## config.mk

```make
export PLATFORM = sky130hd
export DESIGN_NAME = keypad_ssd_scanner_flat
export DESIGN_NICKNAME = d
export VERILOG_FILES = /design/src/rtl/keypad_ssd_scanner_if.sv /design/src/rtl/keypad_ssd_scanner.sv /design/src/flat_wrapper.sv
export SDC_FILE = /design/constraint.sdc
export NUM_CORES = 1
export LEC_CHECK = 0
export ABC_AREA = 1
export CAP_MARGIN = 20
export CORE_MARGIN = 3
export CORE_UTILIZATION = 25
export CTS_BUF_LIST = sky130_fd_sc_hd__clkbuf_16
export CTS_CLUSTER_SIZE = 28
export DETAILED_ROUTE_END_ITERATION = 6
export GPL_ROUTABILITY_DRIVEN = 0
export PLACE_DENSITY = 0.55
export SLEW_MARGIN = 0
export SYNTH_ARGS = -nofsm -noshare
export SYNTH_HDL_FRONTEND = slang
export SYNTH_SLANG_ARGS = --single-unit
```

## constraint.sdc

```tcl
create_clock -name clk -period 1.5 [get_ports clk]
set_input_delay 0.375 -clock clk [delete_from_list [all_inputs] [get_ports clk]]
set_output_delay 0.375 -clock clk [all_outputs]
set_load 0.005 [all_outputs]
```

## src/rtl/keypad_ssd_scanner_if.sv

```systemverilog
// -----------------------------------------------------------------------------
// keypad_ssd_scanner_if
// Bundles the key-entry inputs and display/status outputs of keypad_ssd_scanner.
//   master : upstream key source / display consumer (drives key_valid, key_code,
//            clear; observes seg, digit_sel, digits, digit_valid, entry_count)
//   slave  : the scanner itself
// Signals:
//   key_valid   1-cycle pulse per accepted key press
//   key_code    4-bit hex code, sampled with key_valid
//   clear       1-cycle pulse erasing all entries
//   seg         active-high segments {a,b,c,d,e,f,g}
//   digit_sel   index of the slot currently shown on seg
//   digits      flat digit registers, slot k at [4k+3:4k]
//   digit_valid per-slot "entered since clear" mask
//   entry_count keys accepted since clear/reset, saturating at 255
// -----------------------------------------------------------------------------
interface keypad_ssd_scanner_if #(
   parameter int NUM_DIGITS = 2
);
   localparam int SEL_W = (NUM_DIGITS > 1) ? $clog2(NUM_DIGITS) : 1;

   logic                    key_valid;
   logic [3:0]              key_code;
   logic                    clear;
   logic [6:0]              seg;
   logic [SEL_W-1:0]        digit_sel;
   logic [4*NUM_DIGITS-1:0] digits;
   logic [NUM_DIGITS-1:0]   digit_valid;
   logic [7:0]              entry_count;

   modport master (
      output key_valid, key_code, clear,
      input  seg, digit_sel, digits, digit_valid, entry_count
   );

   modport slave (
      input  key_valid, key_code, clear,
      output seg, digit_sel, digits, digit_valid, entry_count
   );
endinterface

```

## src/rtl/keypad_ssd_scanner.sv

```systemverilog
// -----------------------------------------------------------------------------
// keypad_ssd_scanner
// Captures accepted key codes into NUM_DIGITS digit slots and time-multiplexes
// them onto one shared 7-segment bus with a registered digit select.
// Parameters:
//   clk_freq, refresh_hz : digit-advance period DIV = clk_freq/refresh_hz (>= 2)
//   NUM_DIGITS           : number of slots, 1..8
//   ENTRY_MODE           : 0 = round-robin overwrite, 1 = shift-left entry
// Ports:
//   clk  system clock
//   rst  synchronous active-high reset
//   bus  keypad_ssd_scanner_if.slave (key inputs, segment/status outputs)
// -----------------------------------------------------------------------------
module keypad_ssd_scanner #(
   parameter int clk_freq   = 125_000_000,
   parameter int refresh_hz = 1000,
   parameter int NUM_DIGITS = 2,
   parameter int ENTRY_MODE = 0
) (
   input  logic                 clk,
   input  logic                 rst,
   keypad_ssd_scanner_if.slave  bus
);
   localparam int DIV   = clk_freq / refresh_hz;
   localparam int CNT_W = $clog2(DIV);
   localparam int SEL_W = (NUM_DIGITS > 1) ? $clog2(NUM_DIGITS) : 1;
   localparam int DW    = 4 * NUM_DIGITS;

   logic [DW-1:0]         digits_q,  digits_d;
   logic [NUM_DIGITS-1:0] valid_q,   valid_d;
   logic [7:0]            count_q,   count_d;
   logic [SEL_W-1:0]      wr_ptr_q,  wr_ptr_d;
   logic [SEL_W-1:0]      scan_idx_q, scan_idx_d;
   logic [CNT_W-1:0]      refresh_q, refresh_d;
   logic [6:0]            seg_q,     seg_d;
   logic [SEL_W-1:0]      sel_q,     sel_d;

   // Hex font, segments {a,b,c,d,e,f,g}, active high.
   function automatic logic [6:0] hex_font(input logic [3:0] v);
      case (v)
         4'h0: hex_font = 7'b1111110;
         4'h1: hex_font = 7'b0110000;
         4'h2: hex_font = 7'b1101101;
         4'h3: hex_font = 7'b1111001;
         4'h4: hex_font = 7'b0110011;
         4'h5: hex_font = 7'b1011011;
         4'h6: hex_font = 7'b1011111;
         4'h7: hex_font = 7'b1110000;
         4'h8: hex_font = 7'b1111111;
         4'h9: hex_font = 7'b1111011;
         4'hA: hex_font = 7'b1110111;
         4'hB: hex_font = 7'b0011111;
         4'hC: hex_font = 7'b1001110;
         4'hD: hex_font = 7'b0111101;
         4'hE: hex_font = 7'b1001111;
         4'hF: hex_font = 7'b1000111;
      endcase
   endfunction

   // Entry path: clear beats a simultaneous key.
   always_comb begin
      // NOTE: every _d takes its hold value first, so no branch can leave one
      // unassigned and the block stays purely combinational (no latches).
      digits_d = digits_q;
      valid_d  = valid_q;
      count_d  = count_q;
      wr_ptr_d = wr_ptr_q;

      if (bus.clear) begin
         digits_d = '0;
         valid_d  = '0;
         count_d  = '0;
         wr_ptr_d = '0;
      end else if (bus.key_valid) begin
         if (ENTRY_MODE == 0) begin
            digits_d[4*int'(wr_ptr_q) +: 4] = bus.key_code;
            valid_d[wr_ptr_q]               = 1'b1;
            wr_ptr_d = (wr_ptr_q == SEL_W'(NUM_DIGITS - 1)) ? '0 : wr_ptr_q + 1'b1;
         end else begin
            // Shift-left: slot k moves to k+1, the top slot falls off.
            for (int k = NUM_DIGITS - 1; k > 0; k--) begin
               digits_d[4*k +: 4] = digits_q[4*(k-1) +: 4];
               valid_d[k]         = valid_q[k-1];
            end
            digits_d[3:0] = bus.key_code;
            valid_d[0]    = 1'b1;
         end
         if (count_q != 8'hFF) count_d = count_q + 8'd1;
      end
   end

   // Scan path: slot index advances once per DIV cycles; the output register
   // samples slot and select together so seg always matches digit_sel.
   always_comb begin
      refresh_d  = refresh_q + 1'b1;
      scan_idx_d = scan_idx_q;
      if (refresh_q == CNT_W'(DIV - 1)) begin
         refresh_d  = '0;
         scan_idx_d = (scan_idx_q == SEL_W'(NUM_DIGITS - 1)) ? '0 : scan_idx_q + 1'b1;
      end
      sel_d = scan_idx_q;
      seg_d = valid_q[scan_idx_q] ? hex_font(digits_q[4*int'(scan_idx_q) +: 4]) : 7'b0;
   end

   always_ff @(posedge clk) begin
      // NOTE: sequential state uses non-blocking assignments only, so every
      // flop samples the pre-edge values regardless of statement order.
      if (rst) begin
         // NOTE: the digit slots are ordinary flops rather than a RAM, so they
         // take a reset value like everything else.
         digits_q   <= '0;
         valid_q    <= '0;
         count_q    <= '0;
         wr_ptr_q   <= '0;
         scan_idx_q <= '0;
         refresh_q  <= '0;
         seg_q      <= '0;
         sel_q      <= '0;
      end else begin
         digits_q   <= digits_d;
         valid_q    <= valid_d;
         count_q    <= count_d;
         wr_ptr_q   <= wr_ptr_d;
         scan_idx_q <= scan_idx_d;
         refresh_q  <= refresh_d;
         seg_q      <= seg_d;
         sel_q      <= sel_d;
      end
   end

   assign bus.seg         = seg_q;
   assign bus.digit_sel   = sel_q;
   assign bus.digits      = digits_q;
   assign bus.digit_valid = valid_q;
   assign bus.entry_count = count_q;

endmodule

```

## src/flat_wrapper.sv

```systemverilog
// flat-port wrapper written by rule: the top's interface ports become plain ports
module keypad_ssd_scanner_flat 
#(
   parameter int clk_freq   = 125_000_000,
   parameter int refresh_hz = 1000,
   parameter int NUM_DIGITS = 2,
   parameter int ENTRY_MODE = 0
)
  (clk, rst, bus_key_valid, bus_key_code, bus_clear, bus_seg, bus_digit_sel, bus_digits, bus_digit_valid, bus_entry_count);
  keypad_ssd_scanner_if #(.NUM_DIGITS(NUM_DIGITS)) bus_i ();
  input  logic clk;
  input  logic rst;
  input wire logic [$bits(bus_i.key_valid)-1:0] bus_key_valid;
  input wire logic [$bits(bus_i.key_code)-1:0] bus_key_code;
  input wire logic [$bits(bus_i.clear)-1:0] bus_clear;
  output wire logic [$bits(bus_i.seg)-1:0] bus_seg;
  output wire logic [$bits(bus_i.digit_sel)-1:0] bus_digit_sel;
  output wire logic [$bits(bus_i.digits)-1:0] bus_digits;
  output wire logic [$bits(bus_i.digit_valid)-1:0] bus_digit_valid;
  output wire logic [$bits(bus_i.entry_count)-1:0] bus_entry_count;
  assign bus_i.key_valid = bus_key_valid;
  assign bus_i.key_code = bus_key_code;
  assign bus_i.clear = bus_clear;
  assign bus_seg = bus_i.seg;
  assign bus_digit_sel = bus_i.digit_sel;
  assign bus_digits = bus_i.digits;
  assign bus_digit_valid = bus_i.digit_valid;
  assign bus_entry_count = bus_i.entry_count;
  keypad_ssd_scanner #(.clk_freq(clk_freq), .refresh_hz(refresh_hz), .NUM_DIGITS(NUM_DIGITS), .ENTRY_MODE(ENTRY_MODE)) u_core (.clk(clk), .rst(rst), .bus(bus_i));
endmodule
```

==> impl_summary.md <==
Outcome
The run finished with clean final reports.

Setup path
The start of the worst register-to-register path is u_core.bus.digits[4]$_SDFFE_PP0P_. The number of buffers and inverters on the critical path is 1. Traced cell by cell, the critical path runs through clkdlybuf4s50_1. For flop-to-flop paths, the worst setup slack is 0.08 ns. The arrival time of the worst setup path is 1.09 ns.

The type of origin of the critical path is a flop. The required time reported for the critical path endpoint is 1.12 ns. The critical register-to-register path endpoint is u_core.bus.seg[6]$_SDFF_PP0_.

Of all nets on the critical path, the largest fanout is 1. The startpoint-to-endpoint class of the critical path is flop to output pin. The slowest stage of the critical path is the sky130_fd_sc_hd__clkdlybuf4s50_1 cell. The worst setup path startpoint is u_core.bus.seg[0]$_SDFF_PP0_. STA classifies the critical path endpoint as an output pin. On the critical path the largest part of the delay comes from buffers and inverters.

The termination of the worst setup path is bus_seg[0]. The maximum single-stage delay on the critical path is 0.49 ns. The number of cells on the critical path is 1.

For the worst flop-to-flop path, the logic depth is 8.

Timing
The number of pins with negative max-slew slack in the final report was 0. For this run, the top clock speed supported by timing is 683 MHz. The slew at the pin with the worst max-slew slack is 0.314 ns.

Adding up every negative setup slack in the final design gives 0 ns. Counting I/O delays and the setup requirement, the final critical path takes 1.46 ns. Setup repair after global routing could not meet its margin everywhere.

The worst setup margin is 0.0366 ns. The number of hold violations in the final report was 0. Between clock sinks in the finished design, the worst skew comes to 0.00810 ns. The final number of setup-violating endpoints is 0. In the finished design, the share of the clock period the worst path needs comes to 97.6%. Measured against its own limit, the worst slew margin works out to 79.0%.

Synthesis
Yosys mapped a number of flops with a built-in enable equal to 0. A synthesized cell averages 7.05 um^2. The number of nets handed over by synthesis was 341. After synthesis, the cell types taking the most area are sky130_fd_sc_hd__dfxtp_1 (39%), sky130_fd_sc_hd__nand2_1 (11%), sky130_fd_sc_hd__nor2_1 (7.6%), sky130_fd_sc_hd__inv_1 (6.7%), sky130_fd_sc_hd__nand3_1 (5.9%). The cell count after synthesis is 324. Of all flip-flops after synthesis, the portion carrying an async set or reset was 0%.

Counting flops and latches in the post-synthesis netlist gives 45. During synthesis, Yosys emitted a total of 0 warnings. The netlist uses 27 different library cells.

Summed over its instances, the top area cell type makes up 39.5% of the synthesized netlist area. In the synthesized netlist the dominant register cell turns out to be sky130_fd_sc_hd__dfxtp_1. The synthesized area is 0.00228 mm^2. For this run, the register share of the synthesized area comes to 39.5%. The biggest area contributor in the post-synthesis netlist is sky130_fd_sc_hd__dfxtp_1.

Global routing
The number of antenna violations at the first check in global routing is 0. The number of global-route vias before repair is 2034. The first-pass GRT wire length is 9070 um. For this run, the total global-route usage over all layers was measured as 10.8%. After global routing the overflow that remains totals 0. Entering global routing, the biggest net connects 18 pins.

Clock network
Clock-pin slew was measured on the worst setup and hold paths at 0.07 ns. The number of sinks driven by the clock tree is 45. The clock tree from TritonCTS is built. The worst-case clock buffer depth is 2.

The number of levels in the clock H-tree is 2. The CTS root buffer is sky130_fd_sc_hd__clkbuf_16. The number of clock buffers inserted by TritonCTS is 5. At the later pin of the worst-skew pair, clock insertion delay measures 0.29 ns.

Detailed routing
The count of TritonRoute iterations in the first routing pass is 4. In this run, the number of DRC markers left after iteration 0 of detailed routing was 78. The routed via count divided by cell count is 4.24.

The average routed wire per standard cell is 10.7 um. The routed design has 5190 um of wire. The residual antenna-violating net count after detailed routing is 0. For this run, design rule violations remaining after detail routing come to 0.

The detailed-route via count is 2052.

Finish
The share of cells above drive strength 1 is 18.6%. The fill cell instance count of the final layout is 915. 0 antenna diodes ended up in the layout.

The final-stage net count is 392. From synthesis to final layout, the design area changed by 32.1%. The most frequent standard cell in the layout excluding fill and tap cells is sky130_fd_sc_hd__nand2_1. The top cell types in the final layout, fill and taps aside, are sky130_fd_sc_hd__nand2_1 (69), sky130_fd_sc_hd__nor2_1 (46), sky130_fd_sc_hd__inv_1 (42).

Floorplan
The floorplan step set the die width to 102 um. The floorplan has 34 rows. The standard cell core area is 0.00881 mm^2.

The floorplan die area is 0.0103 mm^2. The initial utilization of the core area, before any placement, comes to 25.9%. 34 I/O pins were placed. The floorplan die height is 102 um.

Power and ir drop
The power density over cell area is 839 mW/mm^2. For this design the static power due to leakage is 0.00135 uW. The share of total power dissipated in the clock network is 43.0%. Net switching is 23.9% of the power. In this run, the combinational gates consume 8.2% of the power.

Across the VDD grid, the largest voltage drop is 571 uV. The post-route total power is 2530 uW. Per report_power, the sequential group accounts for 48.7% of the total. The internal power of the cells totals 1930 uW. The switching component of the power is 604 uW.

Placed design
Prior to clock tree synthesis, the placed netlist has a worst setup slack of -0.0916 ns. Detailed placement finished with a half-perimeter wire length of 3830 um. Port buffering added 33 buffers.

Run
The total of max-cap violations is 0.

Hold path
The worst hold path class is flop to flop.
[layer usage]
layer	global-route usage (%)	part of all wire, %	vias up
li1	-	-	1123
met1	13.9	51	889
met2	17.6	44	32
met3	2.62	3.3	8
met4	3.78	1.7	0
met5	0	0	-
[logic make-up (layout without fill, tap and decap cells)]
group,Yosys count,after routing,share of synthesized area (%)
AND/OR/NAND/NOR,173,173,33.9
buffers and inverters,49,101,9.64
flip-flops,45,45,39.5
AO/OA/AOI/OAI,43,43,10.2
adder cells (fa/ha/maj),9,9,4.93
XOR/XNOR,5,5,1.92
[layout make-up]
type | count | area, um^2 | area share, %
clock buffer | 5 | 125 | 4.15
clock inverter | 3 | 18.8 | 0.622
inverter | 44 | 165 | 5.48
multi-input combinational | 230 | 1190 | 39.5
sequential | 45 | 923 | 30.6
tap | 108 | 135 | 4.48
timing repair buffer | 49 | 458 | 15.2
[worst reg2reg max path, stage by stage (launching register included)]
cell                      delay [ns]
sky130_fd_sc_hd__dfxtp_2        0.33
sky130_fd_sc_hd__buf_4          0.13
sky130_fd_sc_hd__nand2_1        0.06
sky130_fd_sc_hd__nand2_1        0.07
sky130_fd_sc_hd__buf_4          0.15
sky130_fd_sc_hd__ha_1           0.20
sky130_fd_sc_hd__nand3_1        0.13
sky130_fd_sc_hd__nand3_1        0.12
sky130_fd_sc_hd__a21oi_2        0.17
[sequential cells by signal, indices dropped and copies added (netlist names)]
| register | flops |
|---|---|
| u_core.bus.digits | 8 |
| u_core.wr_ptr_q | 1 |
| u_core.bus.digit_valid | 2 |
| u_core.refresh_q | 17 |
| u_core.bus.digit_sel | 1 |
| u_core.bus.seg | 7 |
| u_core.bus.entry_count | 8 |
| u_core.scan_idx_q | 1 |
[what timing repair did]
action                     4_1_cts  5_1_grt
pin swaps                        0        0
setup endpoints to repair       19       27
setup buffers                    5        0
resized for setup               32       12
cloned                           0        0
hold buffers                     0        0
[through the flow]
step	hold slack [ns]	instance area (um^2)	util (%)	std cells
floorplan	0.439	2280	-	324
global placement	0.483	2790	31.7	471
detailed placement	0.486	2790	31.7	471
CTS	0.480	2970	33.7	484
global route	0.519	3020	34.2	484
finish	0.485	3020	34.2	484
[power by group through the flow]
stage | sequential (uW) | clock (uW) | combinational [uW]
5_1_grt | 1240 | 1170 | 233
6_report | 1230 | 1090 | 208
2_1_floorplan | 1260 | 0 | 113
4_1_cts | 1230 | 1120 | 204
3_3_place_gp | 1260 | 0 | 202
3_5_place_dp | 1260 | 0 | 202
[cell usage after synthesis, types with 2 or more instances]
cell and instances:
sky130_fd_sc_hd__xor2_1 3, sky130_fd_sc_hd__xnor2_1 2, sky130_fd_sc_hd__buf_6 2, sky130_fd_sc_hd__nand2_2 5, sky130_fd_sc_hd__nor2_1 46, sky130_fd_sc_hd__inv_2 3, sky130_fd_sc_hd__inv_1 41, sky130_fd_sc_hd__o21ai_0 15
sky130_fd_sc_hd__nor2_2 13, sky130_fd_sc_hd__dfxtp_1 45, sky130_fd_sc_hd__nor3_1 3, sky130_fd_sc_hd__nand3_1 27, sky130_fd_sc_hd__a21oi_2 3, sky130_fd_sc_hd__nand4_1 5, sky130_fd_sc_hd__ha_1 9, sky130_fd_sc_hd__a21oi_1 23
sky130_fd_sc_hd__nand2_1 69
[worst min-delay path by stage]
stage                                                   to  slack (ns)  cells past startpoint                                   start
floorplan                   u_core.refresh_q[0]$_SDFF_PP0_        0.44                      1          u_core.refresh_q[0]$_SDFF_PP0_
CTS                 u_core.bus.entry_count[2]$_SDFFE_PP0P_        0.48                      2  u_core.bus.entry_count[2]$_SDFFE_PP0P_
detailed placement       u_core.bus.digits[3]$_SDFFE_PP0P_        0.49                      2       u_core.bus.digits[3]$_SDFFE_PP0P_
finish              u_core.bus.entry_count[2]$_SDFFE_PP0P_        0.48                      2  u_core.bus.entry_count[2]$_SDFFE_PP0P_
global route        u_core.bus.entry_count[2]$_SDFFE_PP0P_        0.52                      2  u_core.bus.entry_count[2]$_SDFFE_PP0P_
global placement    u_core.bus.entry_count[2]$_SDFFE_PP0P_        0.48                      2  u_core.bus.entry_count[2]$_SDFFE_PP0P_
No activity file was read; power rests on OpenSTA's default activity.
